--- src/rtl/fns_encoder_iter_pkg.sv ---
// Shared types and constant functions for the iterative FNS encoder.
package fns_pkg;

  typedef enum logic [1:0] {IDLE, RUN, HOLD} state_t;

  function automatic logic [63:0] fib(input int k);
    logic [63:0] a, b, t;
    a = 64'd0;
    b = 64'd1;
    for (int i = 0; i < k; i++) begin
      t = a + b;
      a = b;
      b = t;
    end
    return a;
  endfunction

  // Widest binary word that always fits below Fib(n+2).
  function automatic int fns_dw(input int n);
    logic [63:0] f;
    int          lg;
    f  = fib(n + 2);
    lg = 0;
    for (int i = 0; i < 64; i++)
      if (f[i]) lg = i;
    return lg;
  endfunction

endpackage

--- src/rtl/fns_encoder_iter_if.sv ---
// Upstream/downstream handshake bundle of the FNS encoder.
// out_err is present only when FNS_ENC_RANGE_CHK_EN is defined.
interface fns_encoder_iter_if #(
  parameter int N  = 27,
  parameter int DW = fns_pkg::fns_dw(N)
);
  logic          in_valid;
  logic          in_ready;
  logic [DW-1:0] datain;
  logic          out_valid;
  logic          out_ready;
  logic [N-1:0]  codeout;
  logic          busy;
`ifdef FNS_ENC_RANGE_CHK_EN
  logic          out_err;
`endif

  modport slave (
    input  in_valid, datain, out_ready,
`ifdef FNS_ENC_RANGE_CHK_EN
    output out_err,
`endif
    output in_ready, out_valid, codeout, busy
  );

  modport master (
    output in_valid, datain, out_ready,
`ifdef FNS_ENC_RANGE_CHK_EN
    input  out_err,
`endif
    input  in_ready, out_valid, codeout, busy
  );
endinterface

--- src/rtl/fns_enc_slice.sv ---
// One FNS code-bit decision: pick c[k] from the residue and weights, then subtract.
module fns_enc_slice #(
  parameter int DW = 18,
  parameter int WW = DW + 1
) (
  input  logic [DW-1:0] r,
  input  logic          c_prev,
  input  logic [WW-1:0] w_k,
  input  logic [WW-1:0] w_k1,
  output logic          c_k,
  output logic [DW-1:0] r_next
);
  logic [WW-1:0] r_ext;
  logic [WW-1:0] r_sub;

  assign r_ext = WW'(r);
  assign r_sub = r_ext - w_k;

  // Between the two weights either choice is legal; repeating the
  // previous bit is what keeps 010/101 out of the codeword.
  always_comb begin
    if (r_ext >= w_k1)     c_k = 1'b1;
    else if (r_ext < w_k)  c_k = 1'b0;
    else                   c_k = c_prev;
  end

  assign r_next = c_k ? r_sub[DW-1:0] : r;
endmodule

--- src/rtl/fns_encoder_iter.sv ---
// Multi-cycle binary -> FNS encoder, STEP code bits per RUN cycle, MSB first.
// Optional range check on input compiled in with FNS_ENC_RANGE_CHK_EN.
module fns_encoder_iter
  import fns_pkg::*;
#(
  parameter int N    = 27,
  parameter int STEP = 1
) (
  input  logic             clock,
  input  logic             reset,
  fns_encoder_iter_if.slave bus
);
  localparam int DW = fns_dw(N);
  localparam int WW = DW + 1;
  localparam int IW = $clog2(N + 1);
  localparam int CW = $clog2(N);
  localparam logic [IW-1:0] IDX_TOP = IW'(N - 1);
  localparam logic [IW-1:0] STEP_I  = IW'(STEP);
  localparam logic [IW-1:0] ONE     = IW'(1);

  function automatic logic [N:0][WW-1:0] w_table();
    logic [N:0][WW-1:0] t;
    for (int k = 0; k <= N; k++) t[k] = WW'(fib(k + 1));
    return t;
  endfunction

  localparam logic [N:0][WW-1:0] W_TAB = w_table();

  state_t        state_q, state_d;
  logic [DW-1:0] r_q;
  logic [IW-1:0] idx_q;
  logic [N-1:0]  code_q, code_nx, codeout_q;
  logic [N:0]    code_ext;
  logic          last;
  logic          range_err;

  logic [STEP:0][DW-1:0]   r_ch;
  logic [STEP-1:0]         c_ch;
  logic [STEP-1:0]         c_bit;
  logic [STEP-1:0][DW-1:0] r_nx;
  logic [STEP-1:0]         act;
  logic [STEP-1:0][IW-1:0] k_sel;

  // Bit N is the implicit c[N] = 0 above the codeword.
  assign code_ext = {1'b0, code_q};
  assign r_ch[0]  = r_q;
  assign c_ch[0]  = code_ext[idx_q + ONE];
  assign last     = (idx_q <= STEP_I);

  for (genvar j = 0; j < STEP; j++) begin : g_chain
    assign act[j]   = (IW'(j) < idx_q);
    assign k_sel[j] = act[j] ? idx_q - IW'(j) : ONE;

    fns_enc_slice #(.DW(DW), .WW(WW)) u_slice (
      .r      (r_ch[j]),
      .c_prev (c_ch[j]),
      .w_k    (W_TAB[k_sel[j]]),
      .w_k1   (W_TAB[k_sel[j] + ONE]),
      .c_k    (c_bit[j]),
      .r_next (r_nx[j])
    );

    assign r_ch[j+1] = act[j] ? r_nx[j] : r_ch[j];
    if (j < STEP - 1) begin : g_c
      assign c_ch[j+1] = act[j] ? c_bit[j] : c_ch[j];
    end
  end

  always_comb begin
    code_nx = code_q;
    for (int j = 0; j < STEP; j++)
      if (act[j]) code_nx[k_sel[j][CW-1:0]] = c_bit[j];
    if (last) code_nx[0] = r_ch[STEP][0];
  end

`ifdef FNS_ENC_RANGE_CHK_EN
  localparam logic [63:0] FIB_LIM = fib(N + 2);
  logic err_q;

  assign range_err = (64'(bus.datain) >= FIB_LIM);

  always_ff @(posedge clock) begin
    if (reset)                                              err_q <= 1'b0;
    else if (state_q == IDLE && bus.in_valid && range_err)  err_q <= 1'b1;
    else if (state_q == RUN && last)                        err_q <= 1'b0;
  end

  assign bus.out_err = err_q;
`else
  assign range_err = 1'b0;
`endif

  always_ff @(posedge clock) begin
    if (reset) state_q <= IDLE;
    else       state_q <= state_d;
  end

  always_comb begin
    state_d = state_q;
    case (state_q)
      IDLE:    if (bus.in_valid) state_d = range_err ? HOLD : RUN;
      RUN:     if (last) state_d = HOLD;
      HOLD:    if (bus.out_ready) state_d = IDLE;
      default: state_d = IDLE;
    endcase
  end

  always_ff @(posedge clock) begin
    if (reset) begin
      r_q       <= '0;
      idx_q     <= IDX_TOP;
      code_q    <= '0;
      codeout_q <= '0;
    end else begin
      case (state_q)
        IDLE: if (bus.in_valid) begin
          r_q    <= bus.datain;
          idx_q  <= IDX_TOP;
          code_q <= '0;
          if (range_err) codeout_q <= '0;
        end
        RUN: begin
          r_q    <= r_ch[STEP];
          code_q <= code_nx;
          if (last) codeout_q <= code_nx;
          else      idx_q     <= idx_q - STEP_I;
        end
        default: ;
      endcase
    end
  end

  assign bus.in_ready  = (state_q == IDLE);
  assign bus.out_valid = (state_q == HOLD);
  assign bus.busy      = (state_q != IDLE);
  assign bus.codeout   = codeout_q;
endmodule

--- src/flat_wrapper.sv ---
// flat-port wrapper written by rule: the top's interface ports become plain ports
module fns_encoder_iter_flat import fns_pkg::*;
#(
  parameter int N    = 27,
  parameter int STEP = 1
)
  (clock, reset, bus_in_valid, bus_datain, bus_out_ready, bus_in_ready, bus_out_valid, bus_codeout, bus_busy);
  fns_encoder_iter_if #(.N(N)) bus_i ();
  input  logic clock;
  input  logic reset;
  input wire logic [$bits(bus_i.in_valid)-1:0] bus_in_valid;
  input wire logic [$bits(bus_i.datain)-1:0] bus_datain;
  input wire logic [$bits(bus_i.out_ready)-1:0] bus_out_ready;
  output wire logic [$bits(bus_i.in_ready)-1:0] bus_in_ready;
  output wire logic [$bits(bus_i.out_valid)-1:0] bus_out_valid;
  output wire logic [$bits(bus_i.codeout)-1:0] bus_codeout;
  output wire logic [$bits(bus_i.busy)-1:0] bus_busy;
  assign bus_i.in_valid = bus_in_valid;
  assign bus_i.datain = bus_datain;
  assign bus_i.out_ready = bus_out_ready;
  assign bus_in_ready = bus_i.in_ready;
  assign bus_out_valid = bus_i.out_valid;
  assign bus_codeout = bus_i.codeout;
  assign bus_busy = bus_i.busy;
  fns_encoder_iter #(.N(N), .STEP(STEP)) u_core (.clock(clock), .reset(reset), .bus(bus_i));
endmodule
--- config.mk ---
export PLATFORM = sky130hd
export DESIGN_NAME = fns_encoder_iter_flat
export DESIGN_NICKNAME = d
export VERILOG_FILES = /design/src/rtl/fns_encoder_iter_pkg.sv /design/src/rtl/fns_encoder_iter_if.sv /design/src/rtl/fns_enc_slice.sv /design/src/rtl/fns_encoder_iter.sv /design/src/flat_wrapper.sv
export SDC_FILE = /design/constraint.sdc
export NUM_CORES = 1
export LEC_CHECK = 0
export CAP_MARGIN = 20
export CORE_MARGIN = 2
export CORE_UTILIZATION = 25
export DETAILED_ROUTE_END_ITERATION = 10
export PLACE_DENSITY_LB_ADDON = 0.15
export SLEW_MARGIN = 25
export SYNTH_ARGS = -nofsm -noshare
export SYNTH_HDL_FRONTEND = slang
export SYNTH_SLANG_ARGS = --single-unit
--- constraint.sdc ---
create_clock -name clock -period 7.7 [get_ports clock]
set_clock_uncertainty 0.1 [all_clocks]
set_input_delay 1.155 -clock clock [delete_from_list [all_inputs] [get_ports clock]]
set_output_delay 1.155 -clock clock [all_outputs]
set_load 0.01 [all_outputs]
* Word level (Yosys, flattened, before mapping)
Memories as Yosys holds them, arrays and structs flattened.
Cells that the tools add are included.
** Word-level totals
- Flip-flop bits (word level) :: 79
- Memory bits (read-only) :: 1216
- Output and inout port bits :: 30
- Memories :: 2
** Memory list
- (no name shown) :: words 32, bits a word 19, rd ports 1, clocked after Yosys merged registers in 0, wr ports 0, line fns_encoder_iter.sv:57 : .w_k (W_TAB[k_sel[j]]),
- (no name shown) :: words 32, bits a word 19, rd ports 1, clocked after Yosys merged registers in 0, wr ports 0, line fns_encoder_iter.sv:58 : .w_k1 (W_TAB[k_sel[j] + ONE]),
** Operators by class
- Add/sub/neg operators :: 4
- Magnitude comparators :: 8
- Eq/ne operators :: 8
- Mux-type cells :: 25
- Reduce and logical (&&, ||, !) cells :: 9
** Operators by type and width (count)
- $mux W18 :: 3
- $mux W27 :: 2
- $pmux W27 S2 :: 1
- $mux W19 :: 2
- $pmux W18 S2 :: 1
- $bwmux W27 :: 1
- $ge A18 B19 Y1 :: 1
- $lt A18 B19 Y1 :: 1
- $lt A5 B6 Y1 const B :: 3
- $sub A18 B18 Y18 :: 1
- $mux W5 :: 3
- $add A5 B1 Y5 const B :: 2
- $pmux W5 S2 :: 1
- $mux W2 :: 3
- $ne A2 B1 Y1 const B :: 3
- $ne A2 B2 Y1 const B :: 3
- $pmux W2 S3 :: 1
- $reduce_and A3 Y1 :: 2
- $bmux W1 S5 :: 1
- $demux W1 S5 :: 1
- $ge A5 B1 Y1 const B :: 1
- $le A5 B1 Y1 const B :: 1
- $lt A1 B5 Y1 const A :: 1
- $mux W1 :: 5
- other kinds (8) :: 10

* Longest topological paths before layout
- Depth in word-level cells :: 11
- Gate-level depth with buffers :: 25

* By module
From an unflattened synthesis, not the netlist that was laid out.
** Second synthesis, totals
- Cell total of the unflattened synthesis :: 874
- Area, all modules :: 6784.0 µm²
** Modules (own cells, without submodules)
- fns_encoder_iter :: instances 1, cells an instance 646, area an instance 5046.1 µm², sequential area each 1581.5 µm²
- fns_enc_slice :: instances 1, cells an instance 228, area an instance 1737.9 µm², sequential area each 0.0 µm²

* Least setup slack after synthesis
No wires, ideal clock.
- Path type :: flip-flop to flip-flop
- Start :: register u_core.idx_q[1]
- End :: register u_core.r_q[10]
- Library setup time :: 116 ps
- Arrival :: 5309 ps
- Data required time :: 7484 ps
- Slack :: 2175 ps
- Cell stages (with the launch flop) :: 25
- Cell sequence :: dfxtp_1 -> clkbuf_1 -> inv_1 -> ha_1 -> nor3b_2 -> nand2_1 -> nand2_1 -> inv_1 -> ha_1 -> clkbuf_1 -> clkinv_1 -> xnor2_1 -> nor3_1 -> a2111oi_0 -> a21oi_1 -> ha_1 -> and3_1 -> a221o_1 -> a221oi_1 -> o21ai_0 -> o211a_1 -> o21ai_1 -> nand2_1 -> buf_2 -> o211a_1
** On the way
- Longest elaborated chain between the ends :: 9
- Elaborated cells on any way between the ends :: 21
- Classes of those cells :: add/sub: 3; order compare: 3; eq/ne: 2; mux: 10; reduce/logical: 1; memory: 2
** RTL lines
- start, declared :: line fns_encoder_iter.sv:31 : logic [IW-1:0] idx_q;
- start signal, assigned :: line fns_encoder_iter.sv:126 : else idx_q <= idx_q - STEP_I;
- $lt A1 B5 Y1 :: line fns_encoder_iter.sv:51 : assign act[j] = (IW'(j) < idx_q);
- $mux W5 :: line fns_encoder_iter.sv:52 : assign k_sel[j] = act[j] ? idx_q - IW'(j) : ONE;
- $add A5 B1 Y5 or $mem_v2 Z32 W19 (tied branches)
- $mem_v2 Z32 W19 or $mux W19 (tied branches)
- $mux W19 (not written as such) or $lt A18 B19 Y1 (tied branches) :: line fns_encoder_iter.sv:58, fns_enc_slice.sv:23
- $ge A18 B19 Y1 or $mux W1 (tied branches) :: line fns_enc_slice.sv:22, fns_enc_slice.sv:23
- $mux W1 :: line fns_enc_slice.sv:22 : if (r_ext >= w_k1) c_k = 1'b1;
- $ne A2 B1 Y1 (no line)
- $reduce_and A4 Y1 (no line)
- end signal, assigned :: line fns_encoder_iter.sv:117 : r_q <= bus.datain;
- end signal, assigned :: line fns_encoder_iter.sv:123 : r_q <= r_ch[STEP];
- end, declared :: line fns_encoder_iter.sv:30 : logic [DW-1:0] r_q;
Parallel ways exist; a longest one is shown, timed or not. The select of a mux whose other input is x is not followed.
A chain may end at the register's enable or synchronous reset.

* Final worst setup path
- Start :: register u_core.idx_q[1]
- End :: register u_core.r_q[1]
Same word-level chain as after synthesis.

==> impl_metrics.py <==
metrics = {
    "logic_synthesis": {
        "synthCells": 846,
        "syn_area_sq_um": 6190,
        "synth_top_area_cell": "dfxtp_1",
        "synth_area_leaders": "dfxtp_1 26%, ha_1 11%, o21ai_0 8.5%",
        "synth_edf_count": 0,
        "synthFlopType": "dfxtp_1",
        "synth.distinct_cells": 67,
        "synth_seq_cells": 79,
        "yosysTopAreaCellShare_pct": 25.6,
        "synth_nets": 924,
        "synthTopCellsByCount": "120 x nand2_1, 105 x o21ai_0, 98 x a21oi_1",
        "synth.most_common_cell": "nand2_1",
        "ys_warn_count": 0,
        "ys_seq_area_share_pct": 25.6,
        "async_flop_share_pct": 0,
        "synth_area_per_cell_sq_um": 7.31,
    },
    "clock_tree": {
        "cts_setup_buffers": 0,
        "h-tree-depth": 3,
        "postCtsResizedCells": 0,
        "cts_root_buffer": "clkbuf_16",
        "clk_latency_ns": 0.35,
        "cts_buffers": 9,
        "cts_tree": "built",
        "cts_max_path_buffers": 2,
        "cts_hold_buffers": 0,
        "clk_pin_slew_ns": 0.07,
        "clock_sink_count": 79,
    },
    "power_and_ir_drop": {
        "powerDensity_nw_per_um2": 171,
        "total_leakage_power_nw": 2.80,
        "power.total_w": 0.00125,
        "ir_drop_mv": 0.113,
    },
    "worst_hold_path": {
        "hold_depth": 2,
        "hold_class": "reg2reg",
        "min_from": "u_core.bus.codeout[17]",
        "min_to": "u_core.bus.codeout[17]",
    },
    "critical_path": {
        "slowest_delay_ns": 0.52,
        "worstPathArrival_ns": 7.06,
        "cp.required_ns": 7.85,
        "reg2reg_to": "u_core.r_q[1]",
        "worstSetupPathType": "reg2reg",
        "regToRegStartpoint": "u_core.idx_q[1]",
        "critPathCaptureType": "flop",
        "cpMaxStageDelayCell": "o21ai_1",
        "reg2reg_slack_ns": 0.78,
        "startpoint_type": "flop",
        "cp_max_fo": 12,
        "path_cells": "inv_1, ha_1, nor3b_2, nand2_1, nand2_1, inv_1, ha_1, clkinv_1, xnor2_1, nor3_1, a2111oi_0, a21oi_1, ha_1, and3_1, a221o_1, a221oi_1, o21ai_0, o211a_1, o21ai_1, nand2_1, o221a_2",
        "reg2reg_depth": 21,
    },
    "final_layout": {
        "drive_above_1_share_pct": 6.09,
        "num_antenna_cells": 0,
        "final_nets": 943,
        "area_growth_pct": 17.9,
        "fin_util_pct": 30.0,
        "final_cells": 1194,
    },
    "flow_run": {
        "max_cap_viol_count": 0,
    },
    "placed_design": {
        "dp_cells": 1178,
        "gp_congestion": 0.886,
        "dp_slack_ns": 0.941,
        "io_buffers": 51,
        "place.detailed.hpwl_microns": 16200,
    },
    "timing": {
        "fmax_ghz": 0.145,
        "fin_crit_ns": 6.92,
        "rsz0062_at_grt": "false",
        "tightestPinTransition_ns": 0.903,
        "maxSlewHeadroom_pct": 39.8,
        "hold_viol": 0,
        "finalSetupTns_ns": 0,
        "maxSlewViolCount": 0,
        "setup_viol": 0,
        "setup_ws_ns": 0.784,
        "post-route-period-util_pct": 89.8,
    },
    "floorplanning": {
        "initial_core_util_pct": 25.4,
        "die_area_sq_um": 26000,
        "die_y_microns": 161,
        "num_rows": 57,
        "die-width_microns": 161,
        "core_sq_um": 24300,
        "io_pins": 52,
    },
    "global_routing": {
        "grt_antenna_before_repair": 0,
        "track_usage_pct": 17.2,
        "grt_pass1_wl_microns": 35000,
        "grt_max_degree": 56,
        "grt_pass1_vias": 6006,
        "overflow": 0,
    },
    "detailed_routing": {
        "post_drt_via_cell_ratio": 5.32,
        "drtIter0Drc": 558,
        "drc": 0,
        "wl_microns": 22200,
        "drt_pre_antenna_iters": 6,
        "ant_nets": 0,
        "detail_route.wl_per_cell_microns": 18.6,
        "vias": 6347,
    },
    "run_status": {
        "run_status": "finished, final reports clean",
    },
}
-- worst max-delay path: cells and delay by family (launching register included) --
| family | cells | cell delay [ns] |
|---|---|---|
| XOR/XNOR | 1 | 0.27 |
| adder cells (fa/ha/maj) | 3 | 0.89 |
| AND/OR/NAND/NOR | 6 | 1.92 |
| flip-flops | 1 | 0.43 |
| AO/OA/AOI/OAI | 8 | 2.38 |
| buffers and inverters | 3 | 0.80 |
-- flip-flops by register name, summed over array words and instances (netlist names) --
| signal | flops |
|---|---|
| u_core.r_q | 18 |
| u_core.state_q | 2 |
| u_core.code_q | 27 |
| u_core.idx_q | 5 |
| u_core.bus.codeout | 27 |
-- per-stage QoR --
stage	hold WS (ns)	area [sq um]
after floorplan	0.351	6190
after global placement	0.342	6980
after detailed placement	0.343	6980
after CTS	0.353	7300
after global routing	0.377	7300
final	0.351	7300
-- placed cells by master (no fill, tap or decap), types with 16 or more instances in the layout --
master / Yosys / layout
inv_1: 22 / 22
ha_1: 55 / 55
buf_4: 0 / 16
nand2_1: 120 / 120
a31oi_1: 16 / 16
clkdlybuf4s50_1: 0 / 50
nand3_1: 45 / 45
dfxtp_1: 79 / 78
nor2_1: 58 / 58
o21ai_0: 105 / 105
a21oi_1: 98 / 98
nor3_1: 21 / 21
-- logic make-up (layout without fill, tap and decap cells) --
group / after synthesis / in the layout / share of synthesized area, %
AOI/OAI and AO/OA: 310 / 310 / 30.2
and+or+nand+nor: 284 / 284 / 20.6
buffers and inverters: 86 / 110 / 5.64
DFF: 79 / 79 / 25.6
adders and majority gates: 56 / 56 / 11.4
xor gates and xnor gates: 17 / 17 / 2.41
muxes: 14 / 14 / 4.17
-- worst max-delay path by stage --
stage | from | endpoint | slack [ns]
final | u_core.idx_q[1] | u_core.r_q[1] | 0.78
after global routing | u_core.idx_q[1] | u_core.r_q[1] | 0.19
after CTS | u_core.idx_q[1] | u_core.r_q[1] | 0.91
after detailed placement | u_core.idx_q[1] | u_core.r_q[1] | 0.94
after global placement | u_core.idx_q[1] | u_core.r_q[1] | 1.14
after floorplan | u_core.idx_q[1] | u_core.r_q[10] | 2.18
-- per-layer routing --
metal	wire, microns	track usage, %	vias to the layer above
li1	-	-	3112
met1	10400	24.0	2990
met2	10100	27.6	211
met3	1240	2.80	34
met4	462	4.63	0
met5	0	0	-
-- report_power, final --
group          leakage, nW  total, W  internal [W]  switching, W
combinational         2.01  0.000347      0.000131      0.000216
clock                0.152  0.000466      0.000272      0.000195
sequential           0.640  0.000436      0.000419     0.0000167
total                 2.80   0.00125      0.000821      0.000428
-- cell type report --
class                           instances  area, sq um
Multi-Input combinational cell        681         4260
Clock inverter                          5         63.8
Sequential cell                        79         1580
Timing Repair Buffer                   67          626
Tap cell                              324          405
Fill cell                            2635        17000
Clock buffer                           11          253
Inverter                               27          101
(Power assumes the default switching activity.)
